$ cat config.mk
export PLATFORM = sky130hd
export DESIGN_NAME = uc_mem_streamer
export DESIGN_NICKNAME = d
export VERILOG_FILES = /design/src/rtl/uc_mem_streamer_pkg.sv /design/src/rtl/uc_mem_streamer.sv
export SDC_FILE = /design/constraint.sdc
export NUM_CORES = 1
export LEC_CHECK = 0
export ABC_CLOCK_PERIOD_IN_PS = 6500
export BUFFER_PORTS_ARGS = -buffer_cell sky130_fd_sc_hd__buf_2
export CORE_AREA = 2 2 122 124
export DETAILED_ROUTE_END_ITERATION = 8
export DIE_AREA = 0 0 124 126
export MAX_ROUTING_LAYER = met4
export SLEW_MARGIN = 20
export SYNTH_ARGS = -nofsm -noshare
export SYNTH_HDL_FRONTEND = slang
export SYNTH_SLANG_ARGS = --single-unit
$ cat constraint.sdc
create_clock -name clk -period 6.5 [get_ports clk]
set_input_delay 1.3 -clock clk [delete_from_list [all_inputs] [get_ports clk]]
set_output_delay 1.3 -clock clk [all_outputs]
set_load 0.02 [all_outputs]
$ cat src/rtl/uc_mem_streamer_pkg.sv
// rtl/uc_mem_streamer_pkg.sv - literal type and streamer state encoding shared by the load channel
`ifndef LIT_IDX_MAX
`define LIT_IDX_MAX 31
`endif

package uc_mem_streamer_pkg;

  typedef logic signed [`LIT_IDX_MAX:0] lit_t;

  typedef enum logic [1:0] {SIDLE, SFETCH, SDRAIN, SEMPTY} uc_str_t;

endpackage

$ cat src/rtl/uc_mem_streamer.sv
// rtl/uc_mem_streamer.sv - reads a run of unit-clause literals from clause memory and streams them to the arbiter
module uc_mem_streamer
  import uc_mem_streamer_pkg::*;
#(
  parameter int ADDR_W          = 16,
  parameter int CNT_W           = 8,
  parameter int UCQ_DEPTH       = 16,
  parameter int MAX_OUTSTANDING = 4
) (
  input  logic              clk,
  input  logic              rst,
  input  logic              start,
  input  logic [ADDR_W-1:0] start_base,
  input  logic [CNT_W-1:0]  start_count,
  output logic              busy,
  output logic              err,
  input  logic              uca_stall,
  output logic              mem_req,
  output logic [ADDR_W-1:0] mem_addr,
  input  logic              mem_gnt,
  input  logic              mem_rvalid,
  input  lit_t              mem_rdata,
  output logic              mem2uca_valid,
  output lit_t              mem2uca,
  output logic              mem2uca_done
);

  localparam logic [CNT_W-1:0] DEPTH_Q = CNT_W'(UCQ_DEPTH);
  localparam logic [CNT_W-1:0] MAXO_Q  = CNT_W'(MAX_OUTSTANDING);

  uc_str_t           state;
  logic [ADDR_W-1:0] base_q;
  logic [CNT_W-1:0]  count_q;
  logic [CNT_W-1:0]  issued;
  logic [CNT_W-1:0]  received;

  logic              grant;
  logic              resp_ok;
  logic [CNT_W-1:0]  issued_n;
  logic [CNT_W-1:0]  received_n;
  logic [CNT_W-1:0]  outstanding_n;

  // A response only counts while a burst owns the port and a read is actually in flight.
  always_comb begin
    grant         = mem_req && mem_gnt;
    resp_ok       = mem_rvalid && (state == SFETCH || state == SDRAIN) && (issued != received);
    issued_n      = issued + CNT_W'(grant);
    received_n    = received + CNT_W'(resp_ok);
    outstanding_n = issued_n - received_n;
  end

  always_ff @(posedge clk or posedge rst) begin
    if (rst) begin
      state         <= SIDLE;
      base_q        <= '0;
      count_q       <= '0;
      issued        <= '0;
      received      <= '0;
      busy          <= 1'b0;
      err           <= 1'b0;
      mem_req       <= 1'b0;
      mem_addr      <= '0;
      mem2uca_valid <= 1'b0;
      mem2uca       <= '0;
      mem2uca_done  <= 1'b0;
    end else begin
      err           <= 1'b0;
      mem2uca_valid <= 1'b0;
      mem2uca_done  <= 1'b0;

      if (resp_ok) begin
        mem2uca_valid <= 1'b1;
        mem2uca       <= mem_rdata;
        err           <= (mem_rdata == '0);
        mem2uca_done  <= (received_n == count_q);
      end

      case (state)
        SIDLE: begin
          mem_req <= 1'b0;
          // busy lingers one cycle past done; starts seen during that cycle are dropped
          if (busy) begin
            busy <= 1'b0;
          end else if (start) begin
            if (uca_stall && start_count <= DEPTH_Q) begin
              busy     <= 1'b1;
              base_q   <= start_base;
              count_q  <= start_count;
              issued   <= '0;
              received <= '0;
              if (start_count == '0) begin
                state <= SEMPTY;
              end else begin
                state    <= SFETCH;
                mem_req  <= 1'b1;
                mem_addr <= start_base;
              end
            end else begin
              err <= 1'b1;
            end
          end
        end

        SEMPTY: begin
          mem2uca_done <= 1'b1;
          state        <= SIDLE;
        end

        SFETCH, SDRAIN: begin
          issued   <= issued_n;
          received <= received_n;
          if (resp_ok && received_n == count_q) begin
            state   <= SIDLE;
            mem_req <= 1'b0;
          end else if (state == SFETCH) begin
            if (issued_n == count_q) begin
              state   <= SDRAIN;
              mem_req <= 1'b0;
            end else begin
              // address only advances on a grant, so an ungranted request holds steady
              mem_req  <= (outstanding_n < MAXO_Q);
              mem_addr <= base_q + ADDR_W'(issued_n);
            end
          end
        end

        default: state <= SIDLE;
      endcase
    end
  end

endmodule

; Word level (Yosys, flattened, before mapping)
; Index checks and enable logic that the tools add are counted.
[word_totals]
ff_bits = 95
latch_bits = 0
ramBits = 0
romBits = 0
input_bits = 62
out_inout_bits = 53
elab_cells = 90
memories = 0
[op_classes]
add_sub_neg = 4
multipliers = 0
div_mod_pow = 0
order_cmp = 2
n_eq_ne = 15
n_shift = 0
mux = 40
bitwise_logic = 1
n_reduce_logical = 16
[ops]
columns = op, count
row1 = $mux W16, 7
row2 = $logic_not A32 Y1, 1
row3 = $pmux W16 S2, 1
row4 = $pmux W8 S2, 2
row5 = $mux W8, 3
row6 = $mux W1, 18
row7 = $add A16 B8 Y16, 1
row8 = $add A8 B1 Y8, 2
row9 = $eq A8 B8 Y1, 2
row10 = $mux W2, 7
row11 = $ne A2 B2 Y1 const B, 7
row12 = $le A8 B5 Y1 const B, 1
row13 = $logic_not A8 Y1, 1
row14 = $lt A8 B3 Y1 const B, 1
row15 = $ne A8 B8 Y1, 1
row16 = $reduce_and A4 Y1, 2
row17 = $reduce_and A8 Y1, 1
row18 = $sub A8 B8 Y8, 1
row19 = $ne A3 B3 Y1 const B, 2
row20 = $pmux W2 S3, 1
row21 = $logic_and A1 B1 Y1, 5
row22 = $reduce_and A5 Y1, 1
row23 = $eq A2 B2 Y1 const B, 2
row24 = $eq A2 B1 Y1 const B, 1
row25 = 7 further kinds, 7

; Logic depth before layout (Yosys ltp)
[logic_depth]
word_depth = 11
ltp_mapped = 18
depth_no_buf = 16

; Least setup slack after synthesis
; OpenSTA, ideal clock, no wires.
[synth_path]
path_kind = input to register
from = input port mem_rvalid
to = register mem_addr[15]
setup_ps = 125
t_arrival_ps = 4380
required_ps = 6375
path_slack_ps = 1994
stages = 15
n_path_buf = 4
cell_sequence = nand2_1 > a21oi_2 > clkbuf_1 > ha_1 > ha_1 > clkbuf_1 > nand3_1 > nand3b_1 > nor3b_1 > nand4_1 > or4b_1 > buf_2 > nand3_4 > buf_12 > mux2_4
[synth_via]
elab_chain_len = 7
[synth_rtl]
columns = element, line_no
row1 = "start, declared", uc_mem_streamer.sv:21  ; input logic mem_rvalid,
row2 = $logic_and A1 B1 Y1 * (2 in series), uc_mem_streamer.sv:46  ; resp_ok = mem_rvalid && (state == SFETCH || state == SDRAIN) && (issued != received);
row3 = named net resp_ok, uc_mem_streamer.sv:38  ; logic resp_ok;
row4 = $add A8 B1 Y8, uc_mem_streamer.sv:48  ; received_n = received + CNT_W'(resp_ok);
row5 = $eq A8 B8 Y1, uc_mem_streamer.sv:112  ; if (resp_ok && received_n == count_q) begin
row6 = $logic_and A1 B1 Y1 *, uc_mem_streamer.sv:112
row7 = $ne A2 B2 Y1 (no line) *, --
row8 = $reduce_and A8 Y1 (no line) *, --
row9 = "end signal, assigned", uc_mem_streamer.sv:96  ; mem_addr <= start_base;
row10 = "end signal, assigned", uc_mem_streamer.sv:122  ; mem_addr <= base_q + ADDR_W'(issued_n);
row11 = "end, declared", uc_mem_streamer.sv:19  ; output logic [ADDR_W-1:0] mem_addr,
; Mark *: on every way through the listed nets, which the timed path passes. The rest lies on a longest branch.
; A chain may end at the register's enable or synchronous reset.

; Worst setup path in the final report
[layout_path]
from = register received[7]
to = register mem_addr[10]
[layout_via]
elab_chain_len = 7
[layout_rtl]
columns = element, line_no
row1 = "start, declared", uc_mem_streamer.sv:35  ; logic [CNT_W-1:0] received;
row2 = "start signal, assigned", uc_mem_streamer.sv:111  ; received <= received_n;
row3 = $ne A8 B8 Y1, uc_mem_streamer.sv:46
row4 = $logic_and A1 B1 Y1, uc_mem_streamer.sv:46
row5 = $add A8 B1 Y8, uc_mem_streamer.sv:48
row6 = $eq A8 B8 Y1, uc_mem_streamer.sv:112
row7 = $logic_and A1 B1 Y1 *, uc_mem_streamer.sv:112
row8 = $ne A2 B2 Y1 (no line) *, --
row9 = $reduce_and A8 Y1 (no line) *, --
; Every way passes the cells marked *; elsewhere a longest branch is shown, timed or not.

==> metrics.txt <==
Antenna Cells=0; clock tree from TritonCTS=built; Worst Tran Pin Value=990 ps; Crit path top cell by count=ha_1; min cycle time layout=4650 ps; Ys Warns=0; DIE AREA=between 15,000 and 20,000 um2; status=finished, final reports clean; Post-CTS Resized=0; Slew HR=approximately 33%; global route total overflow=0; GPL Wtd Cong=0.909; Fin. Hold Viols=0; DRC=0; Die Wd=around 120 um; Final period util=71.6%; Total Wirelength=between 10,000 and 15,000 um; DIE HEIGHT=126 um; buffer count from post-CTS setup fixing=0; hold path start=mem2uca[21]$_DFFE_PP0P_; hold crit path type=register to register; Starting DRT DRC Count=167; clock sink count=95; final core utilization=46.3%; Nets=702; DR vias=4,297; clock root cell=clkbuf_16; layout cells sized above 1=35.4%; IO Pins=115; port buffer count=114; H-tree levels=3; largest net degree at the start of global routing=53; clock transition at the registers of the reported paths=70 ps; cell area after placement=roughly 6300 um2; Final Cell Area=roughly 6600 um2; crit-path cells=xor2_1 > nor4_1 > a21oi_4 > buf_4 > ha_1 > ha_1 > xnor2_1 > nand2_1 > nor3b_1 > nand4_1 > or4b_1 > nand3_4 > mux2_2; Worst-Skew Late Latency=350 ps; ANT nets after route=0; main flop type after synthesis=dfrtp_1; Crit. Startpoint=received[7]$_DFFE_PP0P_; top cell type by total area after synthesis=dfrtp_1; initial antenna violation count=0; syn nets=600; Leakage=roughly 3.1 nW; Slew Limit Fails=0; Yosys top cell area share=42.6%; crit path DAT=4890 ps; setup_tns=0 ps; Initial Util=between 30% and 40%; flip-flop and latch area=2380 um2; first-pass GRT wire length=about 22,000 um; clock buffer count from CTS=9; Global Route Usage Sum=19.0%; FF-to-FF Start=received[7]$_DFFE_PP0P_; row count=44; top cells by area, synth=dfrtp_1 (43%), mux2_2 (13%), ha_1 (4.9%), xnor2_1 (3.8%), xor2_1 (2.8%); Final HPWL DP=10,200 um; most frequent cell after synthesis=dfrtp_1; Async SR Flop Fraction=100%; core area=14,300 um2; RSZ-0062 raised after global routing=no; final clock skew=6.48 ps; FMAX=between 200 and 250 MHz; P per Cell Area=between 400 and 500 nW/um2; vias in the first global route=4,385; sequential fraction of the synthesis area=42.6%; CP Max Fanout=37; Netlist cell types=64; total of max-cap violations=0; Final Setup Violations=0; synthesis-to-layout area growth=18.8%; crit path launch type=register; synthesized area=about 5600 um2; hold buffer count at cts=0; CP Class=register to register; Setup crit end kind=register; Worst EP required=6740 ps; vias per inst=5.33; clk buf depth=2; Peak VDD IR=0.000214 V; 1st-pass router iterations=4; # fillers=approximately 1,300; critical path's slowest cell=nor4_1; synthesized flop and latch total=95; syn avg cell area=10.8 um2; Routed WL per cell=17.0 um; Post-synth EDFFs=0; top post-synthesis cells by count=dfrtp_1 (95), mux2_2 (65), nand2_1 (34); synthesized instance count=515; CP peak stage delay=840 ps; area of the multi-input gates=3040 um2
-- critical path, delay by kind of cell (launching register included) --
kind	cells	cell delay (ps)
AO/OA/AOI/OAI	1	90
XOR/XNOR	2	400
flip-flops	1	470
multiplexers	1	380
adder cells (fa/ha/maj)	2	600
buffers and inverters	1	300
AND/OR/NAND/NOR	6	2240
-- final cells by class --
type | instances | share of cell area (%)
clock buffer | 10 | 3.61
clock inverter | 6 | 1.40
inverter | 10 | 0.605
multi-input combinational | 382 | 45.8
sequential | 95 | 35.9
tap | 184 | 3.48
timing repair buffer | 119 | 9.18
-- cells by family after synthesis --
family | count (synthesis) | synth area share (%)
simple gates | 146 | 13.8
xor+xnor | 47 | 8.41
mux | 75 | 15.8
flops | 95 | 42.6
buf+inv | 38 | 3.16
compound gates | 91 | 10.9
fa+ha+maj | 23 | 5.29
-- path summary, 6_finish.rpt --
kind,slack [ps],cells after the start,endpoint
worst max register to register,1850,13,mem_addr[10]$_DFFE_PP0P_
max in group asynchronous,4420,3,received[5]$_DFFE_PP0P_
worst min register to register,500,1,mem2uca[21]$_DFFE_PP0P_
min in group asynchronous,1010,2,base_q[14]$_DFFE_PP0P_
worst max-delay path,1850,13,mem_addr[10]$_DFFE_PP0P_
worst min-delay path,500,1,mem2uca[21]$_DFFE_PP0P_
-- where the power goes --
| group | leakage [nW] | internal [mW] | switching [mW] |
|---|---|---|---|
| sequential | 1.21 | 0.804 | 0.151 |
| combinational | 1.78 | 0.687 | 0.844 |
| clock | 0.155 | 0.350 | 0.234 |
| total | 3.15 | 1.84 | 1.23 |
-- layout by cell type, fill, tap and decap left out, types with 9 or more instances in the layout --
| cell | Yosys | layout |
|---|---|---|
| mux2_4 | 10 | 10 |
| inv_1 | 10 | 9 |
| mux2_2 | 65 | 65 |
| nor2_1 | 29 | 29 |
| nor4_1 | 14 | 14 |
| ha_1 | 22 | 22 |
| o21ai_0 | 27 | 27 |
| buf_2 | 7 | 114 |
| nand2b_1 | 9 | 9 |
| xor2_1 | 18 | 18 |
| dfrtp_1 | 95 | 95 |
| xnor2_1 | 24 | 24 |
| clkbuf_16 | 0 | 9 |
| a21oi_1 | 16 | 15 |
| nand2_1 | 34 | 34 |
| nand3_1 | 10 | 10 |
-- metal layers --
metal / wire, um / GRT usage [%] / vias up
met4: 235 / 7.27 / 0
met3: 448 / 2.45 / 19
li1: - / - / 2069
met1: 6010 / 24.3 / 2132
met2: 6980 / 30.6 / 77
met5: 0 / - / -
-- through the flow --
stage / std cells / setup slack (ps) / power, mW / hold WS [ps]
detailed placement: 790 / 1530 / 2.50 / 493
global route: 806 / 1650 / 3.28 / 517
CTS: 806 / 1890 / 3.09 / 508
finish: 806 / 1850 / 3.07 / 503
floorplan: 515 / 1990 / 2.07 / 486
global placement: 790 / 1620 / 2.46 / 486
-- registers in the layout, indices dropped and copies added (netlist names) --
signal         flops
mem_addr          16
state              2
mem2uca_done       1
err                1
count_q            8
mem_req            1
issued             8
mem2uca           32
mem2uca_valid      1
base_q            16
busy               1
received           8
(Power assumes the default switching activity.)
